===== src/rtl/dmem_mmio_pkg.sv =====
// Shared constants for the data-memory / MMIO stage: register offsets, STATUS layout,
// default window base and the STATUS word packer.
package dmem_mmio_pkg;

  localparam logic [7:0] OFS_TXDATA = 8'h00;
  localparam logic [7:0] OFS_STATUS = 8'h04;
  localparam logic [7:0] OFS_CYCLES = 8'h08;
  localparam logic [7:0] OFS_DROPS  = 8'h0C;

  localparam int unsigned ST_EMPTY     = 0;
  localparam int unsigned ST_FULL      = 1;
  localparam int unsigned ST_COUNT_LSB = 2;

  localparam logic [31:0] MMIO_BASE_DEFAULT = 32'hFFFF_FF00;

  function automatic logic [31:0] status_word(logic [4:0] count, logic full, logic empty);
    logic [31:0] w;
    w = '0;
    w[ST_COUNT_LSB +: 5] = count;
    w[ST_FULL]           = full;
    w[ST_EMPTY]          = empty;
    return w;
  endfunction

endpackage


===== src/rtl/dmem_mmio_byte_fifo.sv =====
// Synchronous byte FIFO; a push into a full FIFO is accepted only when a pop happens
// in the same cycle. No fall-through: a pushed byte is visible the following cycle.
module byte_fifo #(
  parameter int unsigned DEPTH = 8
) (
  input  logic                     clk_i,
  input  logic                     rst_i,
  input  logic                     push_i,
  input  logic                     pop_i,
  input  logic [7:0]               din_i,
  output logic [7:0]               dout_o,
  output logic                     full_o,
  output logic                     empty_o,
  output logic [$clog2(DEPTH):0]   count_o
);

  localparam int unsigned PtrW = $clog2(DEPTH);
  localparam int unsigned CntW = PtrW + 1;

  logic [7:0]      mem_q [DEPTH];
  logic [PtrW-1:0] wptr_q, wptr_d, rptr_q, rptr_d;
  logic [CntW-1:0] count_q, count_d;
  logic            do_push, do_pop;

  assign full_o  = (count_q == CntW'(DEPTH));
  assign empty_o = (count_q == '0);
  assign count_o = count_q;
  assign dout_o  = empty_o ? 8'h00 : mem_q[rptr_q];

  assign do_pop  = pop_i && !empty_o;
  assign do_push = push_i && (!full_o || do_pop);

  always_comb begin
    wptr_d  = wptr_q;
    rptr_d  = rptr_q;
    count_d = count_q;
    if (do_push) wptr_d = wptr_q + PtrW'(1);
    if (do_pop)  rptr_d = rptr_q + PtrW'(1);
    if (do_push && !do_pop)      count_d = count_q + CntW'(1);
    else if (!do_push && do_pop) count_d = count_q - CntW'(1);
  end

  always_ff @(posedge clk_i) begin
    if (rst_i) begin
      wptr_q  <= '0;
      rptr_q  <= '0;
      count_q <= '0;
    end else begin
      wptr_q  <= wptr_d;
      rptr_q  <= rptr_d;
      count_q <= count_d;
    end
  end

  // When full with a pop, wptr equals rptr: the slot being read out is the one overwritten.
  always_ff @(posedge clk_i) begin
    if (do_push && !rst_i) mem_q[wptr_q] <= din_i;
  end

endmodule


===== src/rtl/dmem_mmio.sv =====
// Data-side memory stage for the single-cycle core: word RAM plus an MMIO window holding
// a console byte FIFO, a free-running cycle counter and a saturating drop counter.
module dmem_mmio
  import dmem_mmio_pkg::*;
#(
  parameter int unsigned RAM_WORDS  = 64,
  parameter int unsigned FIFO_DEPTH = 8,
  parameter logic [31:0] MMIO_BASE  = MMIO_BASE_DEFAULT
) (
  input  logic        clk,
  input  logic        reset,
  input  logic        we,
  input  logic [31:0] a,
  input  logic [31:0] wd,
  output logic [31:0] rd,
  output logic        out_valid,
  output logic [7:0]  out_data,
  input  logic        out_ready
);

  localparam int unsigned IdxW = $clog2(RAM_WORDS);
  localparam int unsigned CntW = $clog2(FIFO_DEPTH) + 1;

  logic [31:0]     mem_q [RAM_WORDS];
  logic [31:0]     cycles_q, cycles_d;
  logic [15:0]     drops_q, drops_d;

  logic            is_io, io_we;
  logic [7:0]      ofs;
  logic [IdxW-1:0] idx;
  logic            fifo_full, fifo_empty, pop, push_req, drop;
  logic [CntW-1:0] fifo_count;

  assign is_io = (a >= MMIO_BASE);
  assign ofs   = {a[7:2], 2'b00};
  assign idx   = a[IdxW+1:2];
  assign io_we = we && is_io;

  assign out_valid = !fifo_empty;
  assign pop       = out_valid && out_ready;
  assign push_req  = io_we && (ofs == OFS_TXDATA);
  assign drop      = push_req && fifo_full && !pop;

  byte_fifo #(
    .DEPTH (FIFO_DEPTH)
  ) u_fifo (
    .clk_i   (clk),
    .rst_i   (reset),
    .push_i  (push_req),
    .pop_i   (pop),
    .din_i   (wd[7:0]),
    .dout_o  (out_data),
    .full_o  (fifo_full),
    .empty_o (fifo_empty),
    .count_o (fifo_count)
  );

  always_comb begin
    cycles_d = cycles_q + 32'd1;
    if (io_we && (ofs == OFS_CYCLES)) cycles_d = wd;

    drops_d = drops_q;
    // A clear racing a drop keeps the drop that happened this cycle.
    if (io_we && (ofs == OFS_DROPS))        drops_d = drop ? 16'd1 : 16'd0;
    else if (drop && drops_q != 16'hFFFF)   drops_d = drops_q + 16'd1;
  end

  always_ff @(posedge clk) begin
    if (reset) begin
      cycles_q <= '0;
      drops_q  <= '0;
    end else begin
      cycles_q <= cycles_d;
      drops_q  <= drops_d;
    end
  end

  always_ff @(posedge clk) begin
    if (we && !is_io) mem_q[idx] <= wd;
  end

  always_comb begin
    rd = '0;
    if (is_io) begin
      case (ofs)
        OFS_STATUS: rd = status_word(5'(fifo_count), fifo_full, fifo_empty);
        OFS_CYCLES: rd = cycles_q;
        OFS_DROPS:  rd = {16'b0, drops_q};
        default:    rd = '0;
      endcase
    end else begin
      rd = mem_q[idx];
    end
  end

endmodule


===== config.mk =====
export PLATFORM = sky130hd
export DESIGN_NAME = dmem_mmio
export DESIGN_NICKNAME = d
export VERILOG_FILES = /design/src/rtl/dmem_mmio_pkg.sv /design/src/rtl/dmem_mmio_byte_fifo.sv /design/src/rtl/dmem_mmio.sv
export SDC_FILE = /design/constraint.sdc
export NUM_CORES = 2
export LEC_CHECK = 0
export ABC_AREA = 1
export CELL_PAD_IN_SITES_DETAIL_PLACEMENT = 0
export CELL_PAD_IN_SITES_GLOBAL_PLACEMENT = 1
export CORE_ASPECT_RATIO = 0.5
export CORE_MARGIN = 1.5
export CORE_UTILIZATION = 35
export DETAILED_ROUTE_END_ITERATION = 16
export DONT_BUFFER_PORTS = 1
export HOLD_SLACK_MARGIN = 0.05
export PLACE_DENSITY_LB_ADDON = 0.1
export RECOVER_POWER = 100
export SYNTH_ARGS = -nofsm -noshare
export SYNTH_HDL_FRONTEND = slang
export SYNTH_SLANG_ARGS = --single-unit

===== constraint.sdc =====
create_clock -name clk -period 6.5 [get_ports clk]
set_clock_uncertainty 0.1 [all_clocks]
set_input_delay 0.975 -clock clk [delete_from_list [all_inputs] [get_ports clk]]
set_output_delay 0.975 -clock clk [all_outputs]
set_load 0.01 [all_outputs]

---- Yosys cells after proc, flatten, opt, wreduce, memory -nomap -nowiden ----
Memories as Yosys holds them, arrays and structs flattened. A register that Yosys moved wholly into a read port is not among the register bits.
Cells that the tools add are included.
cells by class
  $add $sub $neg .......................... 6
  order comparisons ....................... 1
  equal/unequal tests ..................... 5
  mux-type cells .......................... 15
  reduce and logical (&&, ||, !) cells .... 26
operator list
  cell                   number
  $pmux 32 s3            1
  $mux 32                2
  $add 32x1->32 const B  1
  $ge 32x32->1 const B   1
  $mux 16                2
  $add 16x1->16 const B  1
  $ne 16x16->1 const B   1
  $logic_and 1x1->1      14
  $eq 6x2->1 const B     2
  $logic_not 8->1        1
  $mux 4                 2
  $mux 8                 1
  $logic_not 1->1        7
  $add 3x1->3 const B    2
  $eq 6x1->1 const B     1
  $mux 3                 2
  $mux 1                 5
  $add 4x1->4 const B    1
  $eq 4x4->1 const B     1
  $logic_not 4->1        1
  $reduce_bool 2->1      2
  $sub 4x1->4 const B    1
  $logic_or 1x1->1       1
word-level totals
  bits in registers ....................... 58
  RAM bits ................................ 2112
  input port bits ......................... 68
  output and inout bits ................... 41
  word-level logic and storage cells ...... 60
  memories kept ........................... 2
memories
  memory        depth  width  rd ports  clocked after memory_dff  wr ports  RTL line                   source
  mem_q         64     32     1         0                         1         dmem_mmio.sv:24            logic [31:0] mem_q [RAM_WORDS];
  u_fifo.mem_q  8      8      1         1                         1         dmem_mmio_byte_fifo.sv:20  logic [7:0] mem_q [DEPTH];

---- Depth between registers and ports, before layout ----
  word-level depth ........................ 10
  gate-level depth with buffers ........... 18

---- By module ----
From an unflattened synthesis, not the netlist that was laid out.
second synthesis, totals
  cells, all modules ...................... 8320
  area total of the unflattened synthesis .. 90071.4 um^2
modules (own cells, without submodules)
  module     instances  cells each  area an instance (um^2)  sequential area each (um^2)
  dmem_mmio  1          7957        86566.8                  62459.9
  byte_fifo  1          363         3504.6                   2182.1

---- Worst setup path after synthesis ----
Ideal clock, no wire load.
  path kind ............................... input-to-reg
  start ................................... in a[29]
  end ..................................... mem mem_q[16][0], enable pin
  library setup time ...................... 421 ps
  data arrival time ....................... 3337 ps
  data required time ...................... 5979 ps
  slack ................................... 2641 ps
  stages on the path ...................... 9
  path through ............................ nand2_1 > nor2_1 > nand2_1 > inv_1 > nand2_1 > inv_1 > nor2_2 > nand4_1 > nor2_1
between the ends
  cells in the longest elaborated chain, start to end .. 5
ends and longest elaborated chain
  element                       RTL line         source
  start, declared               dmem_mmio.sv:13  input logic [31:0] a,
  $ge 32x32->1                  dmem_mmio.sv:34  assign is_io = (a >= MMIO_BASE);
  $logic_not 1->1               dmem_mmio.sv:79  if (we && !is_io) mem_q[idx] <= wd;
  $logic_and 1x1->1             dmem_mmio.sv:79
  $mux 1                        dmem_mmio.sv:79
  $mux 1 (not written as such)  dmem_mmio.sv:79
  end, declared                 dmem_mmio.sv:24
No other way between the ends.

---- Worst setup path in the final report ----
  start ................................... in a[2]
  end ..................................... out rd[9]
between the ends
  cells in the longest elaborated chain, start to end .. 3
  elaborated cells between the ends (all ways) .. 7
  those cells by class .................... 1 x order compare; 3 x eq/ne; 2 x mux; 1 x memory
ends and longest elaborated chain
  element                                               RTL line         source
  branches (longest 2 deep; another with $ge 32x32->1)  n/a
  $mux 32 *                                             dmem_mmio.sv:84  if (is_io) begin
  end, declared                                         dmem_mmio.sv:15  output logic [31:0] rd,
Every way passes the cells marked *.

==> impl_metrics.yaml <==
route:
  wire_per_inst_um: 25.30
  wl_mm: 305.7
  drcViolationCount: 0
  vias: 59630
  drt_iter0_drc: 5914
  ant_nets: 0
  vias_per_cell: 4.934
  first_pass_iters: 5
min_path:
  whs_endpoint: "mem_q[35][11]"
  holdCritPathClass: "in -> reg"
  worstHoldPathCells: 0
  hp-start: "wd[11]"
setup_path:
  critPathCaptureType: "output pin"
  r2r_end: "u_fifo.count_o[3]"
  critPathRequiredTime_ns: 5.42
  r2r_start: "u_fifo.count_o[1]"
  cp-start-kind: "input pin"
  reg2reg_setup_slack_ns: 3.49
  path_class: "in -> out"
  critPathArrivalTime_ns: 7.76
  rr_worst_depth: 16
  cp_max_fo: 977
sta:
  slew_viol_final: 1905
  setup_viol: 562
  period_needed_ns: 8.830
  rsz0062_at_grt: "false"
  max_freq_mhz: 113.2
  final.period_utilization_pct: 135.8
  hold_viol: 0
  worstMarginPinSlew_ns: 6.168
  maxSlewHeadroom_pct: -311.2
  fin_ws_ns: -2.330
power:
  power.density_mw_per_mm2: 291.7
  leakage_uw: 0.03790
  fin_total_pwr_uw: 29440
  p_sw_uw: 6724
  seqPwrFrac_pct: 52.7
  ir_worst_vdd_mv: 0.1708
  p_sw_share_pct: 22.84
  power_frac_comb_pct: 5.9
  p_int_uw: 22710
  clkPwrFrac_pct: 41.4
global_routing:
  grt_pass1_wl_mm: 428.0
  grt_pass1_vias: 56470
  grt_max_degree: 978
  antenna_found_initial: 28
  overflow: 0
  track_usage_pct: 22.87
synthesis:
  ys_types: 36
  ys_seq_area_share_pct: 71.20
  syn-cell-area_mm2: 0.09078
  synthFlopType: "edfxtp_1"
  ys_async_sr_fraction_pct: 0
  ys_ff_latch: 2173
  synth_nets: 8599
  synth_area_leaders: "edfxtp_1 (70%), nand2_1 (18%), a21oi_1 (2.9%), buf_2 (1.4%), dfxtp_1 (1.3%)"
  yosys.area.top_type: "edfxtp_1"
  yosys_warnings: 0
  syn_inst: 8523
  syn_area_per_cell_um2: 10.65
  yosysTopAreaCellShare_pct: 69.86
  synth_edf_count: 2112
cells_and_area:
  drive_above_1_share_pct: 4.687
  mostFrequentLayoutCell: "nand2_1"
  mostFrequentLayoutCells: "nand2_1 (4456), edfxtp_1 (2112), a21oi_1 (520)"
  utilization_pct: 39.34
  fillers: 25110
  area_growth_pct: 11.17
  layout.nets: 8534
floorplanning:
  fp.dieH_um: 363.1
  dieArea_mm2: 0.2626
  core_mm2: 0.2565
  row_count: 131
  start_util_pct: 35.39
  pin_count: 109
  dieWidth_um: 723.3
clocking:
  clock-root-buffer: "clkbuf_16"
  cts_num_sinks: 2173
  numCtsBuffers: 213
  clock_latency_ns: 0.88
  cts_resized: 0
  h-tree-depth: 4
  cts_hold_buffers: 28
  clk_pin_slew_worst_paths_ns: 0.06
  clk_path_buf_depth: 4
  tritoncts: "built"
  post_cts_buffers: 0
place:
  gp_congestion: 0.7948
  portBuffers: 0
  dp_hpwl_mm: 163.6
run:
  max_cap_violations: 57
run_status:
  outcome: "complete, but fails checks"
  violations: "max-capacitance violations, max-slew violations, negative setup slack"
[state kept, by name (all words and copies together) (netlist names), named ones only]
register / flops
cycles_q: 32
drops_q: 16
mem_q: 2048
u_fifo.count_o: 4
u_fifo.mem_q: 64
u_fifo.rptr_q: 3
u_fifo.wptr_q: 3
[layout make-up]
type	instances	area (um2)	area share, %
sequential	2173	64640	64.05
multi-input combinational	5794	23580	23.37
clock buffer	279	5693	5.641
tap	3458	4327	4.287
timing repair buffer	160	1358	1.345
clock inverter	98	838.3	0.8306
inverter	116	466.7	0.4624
antenna	6	15.01	0.01488
[power groups by stage]
| stage | clock (uW) | combinational, uW | sequential (uW) |
|---|---|---|---|
| finish | 12200 | 1750 | 15500 |
| floorplan | 0 | 1210 | 15800 |
| global route | 13000 | 1910 | 15500 |
| global placement | 0 | 1700 | 15800 |
| detailed placement | 0 | 1700 | 15800 |
| CTS | 12400 | 1750 | 15500 |
[per-layer routing]
layer	vias up	track usage, %	share of wire, %
li1	28370	-	-
met1	29490	33.83	48
met2	1416	34.42	43
met3	348	4.544	6.6
met4	6	5.777	2.6
met5	-	0	0.013
[worst max-delay path by stage]
stage                     start             to  slack [ns]  depth (start not counted)
after global placement     a[2]   mem_q[46][2]        1.16                          6
final                      a[2]          rd[9]       -2.33                         14
after floorplan           a[29]   mem_q[16][0]        2.64                          9
after global routing      a[13]   mem_q[28][4]        0.52                         10
after CTS                  a[2]         rd[12]        1.40                         14
after detailed placement   a[2]  mem_q[38][31]        1.15                          6
[stage by stage]
step	setup WS [ns]	cells	hold slack (ns)	instance area (um2)	TNS, ns
final	-2.330	12080	0.1118	100900	-816.56
after global routing	0.5233	12080	0.05049	100900	0
after CTS	1.399	12080	0.05084	101500	0
after detailed placement	1.146	11670	0.3666	94670	0
after global placement	1.164	11670	0.3499	94670	0
after floorplan	2.641	8523	0.3331	90780	0
[worst max-delay path: stages]
cell and delay (ns):
nand3_1 1.25, buf_4 0.37, inv_1 0.35, clkbuf_1 0.33, nand2_1 0.13, nand2_1 0.06, nor2_1 0.10, nand2_1 0.08
nand2_1 0.16, nand2_1 0.07, nor2_1 0.10, nand2_1 0.47, nand2_1 0.21, nand2_1 0.21
[kinds of logic after synthesis]
group / after synthesis / share of synthesized area (%)
AND/OR/NAND/NOR: 4881 / 20.48
AO/OA/AOI/OAI: 876 / 4.891
adder cells (fa/ha/maj): 8 / 0.1185
XOR/XNOR: 29 / 0.2798
buffers and inverters: 556 / 3.024
flip-flops: 2173 / 71.20
[cells in the mapped netlist, types with 4 or more instances]
| library cell | count |
|---|---|
| clkbuf_1 | 106 |
| nor2_2 | 9 |
| xnor2_1 | 7 |
| buf_1 | 17 |
| buf_4 | 51 |
| ha_1 | 7 |
| inv_1 | 105 |
| nor3_2 | 6 |
| nand2_1 | 4452 |
| nand3_1 | 37 |
| inv_2 | 10 |
| nor2_1 | 316 |
| nand4_1 | 20 |
| dfxtp_1 | 61 |
| buf_2 | 245 |
| o21ai_1 | 235 |
| a21oi_1 | 520 |
| xor2_1 | 22 |
| nor3_1 | 24 |
| nand2_2 | 5 |
| edfxtp_1 | 2112 |
| a31oi_1 | 8 |
| buf_6 | 21 |
| o21bai_1 | 4 |
| o22ai_1 | 20 |
| o21ai_0 | 86 |
| nand3_2 | 5 |
(Power assumes the default switching activity.)
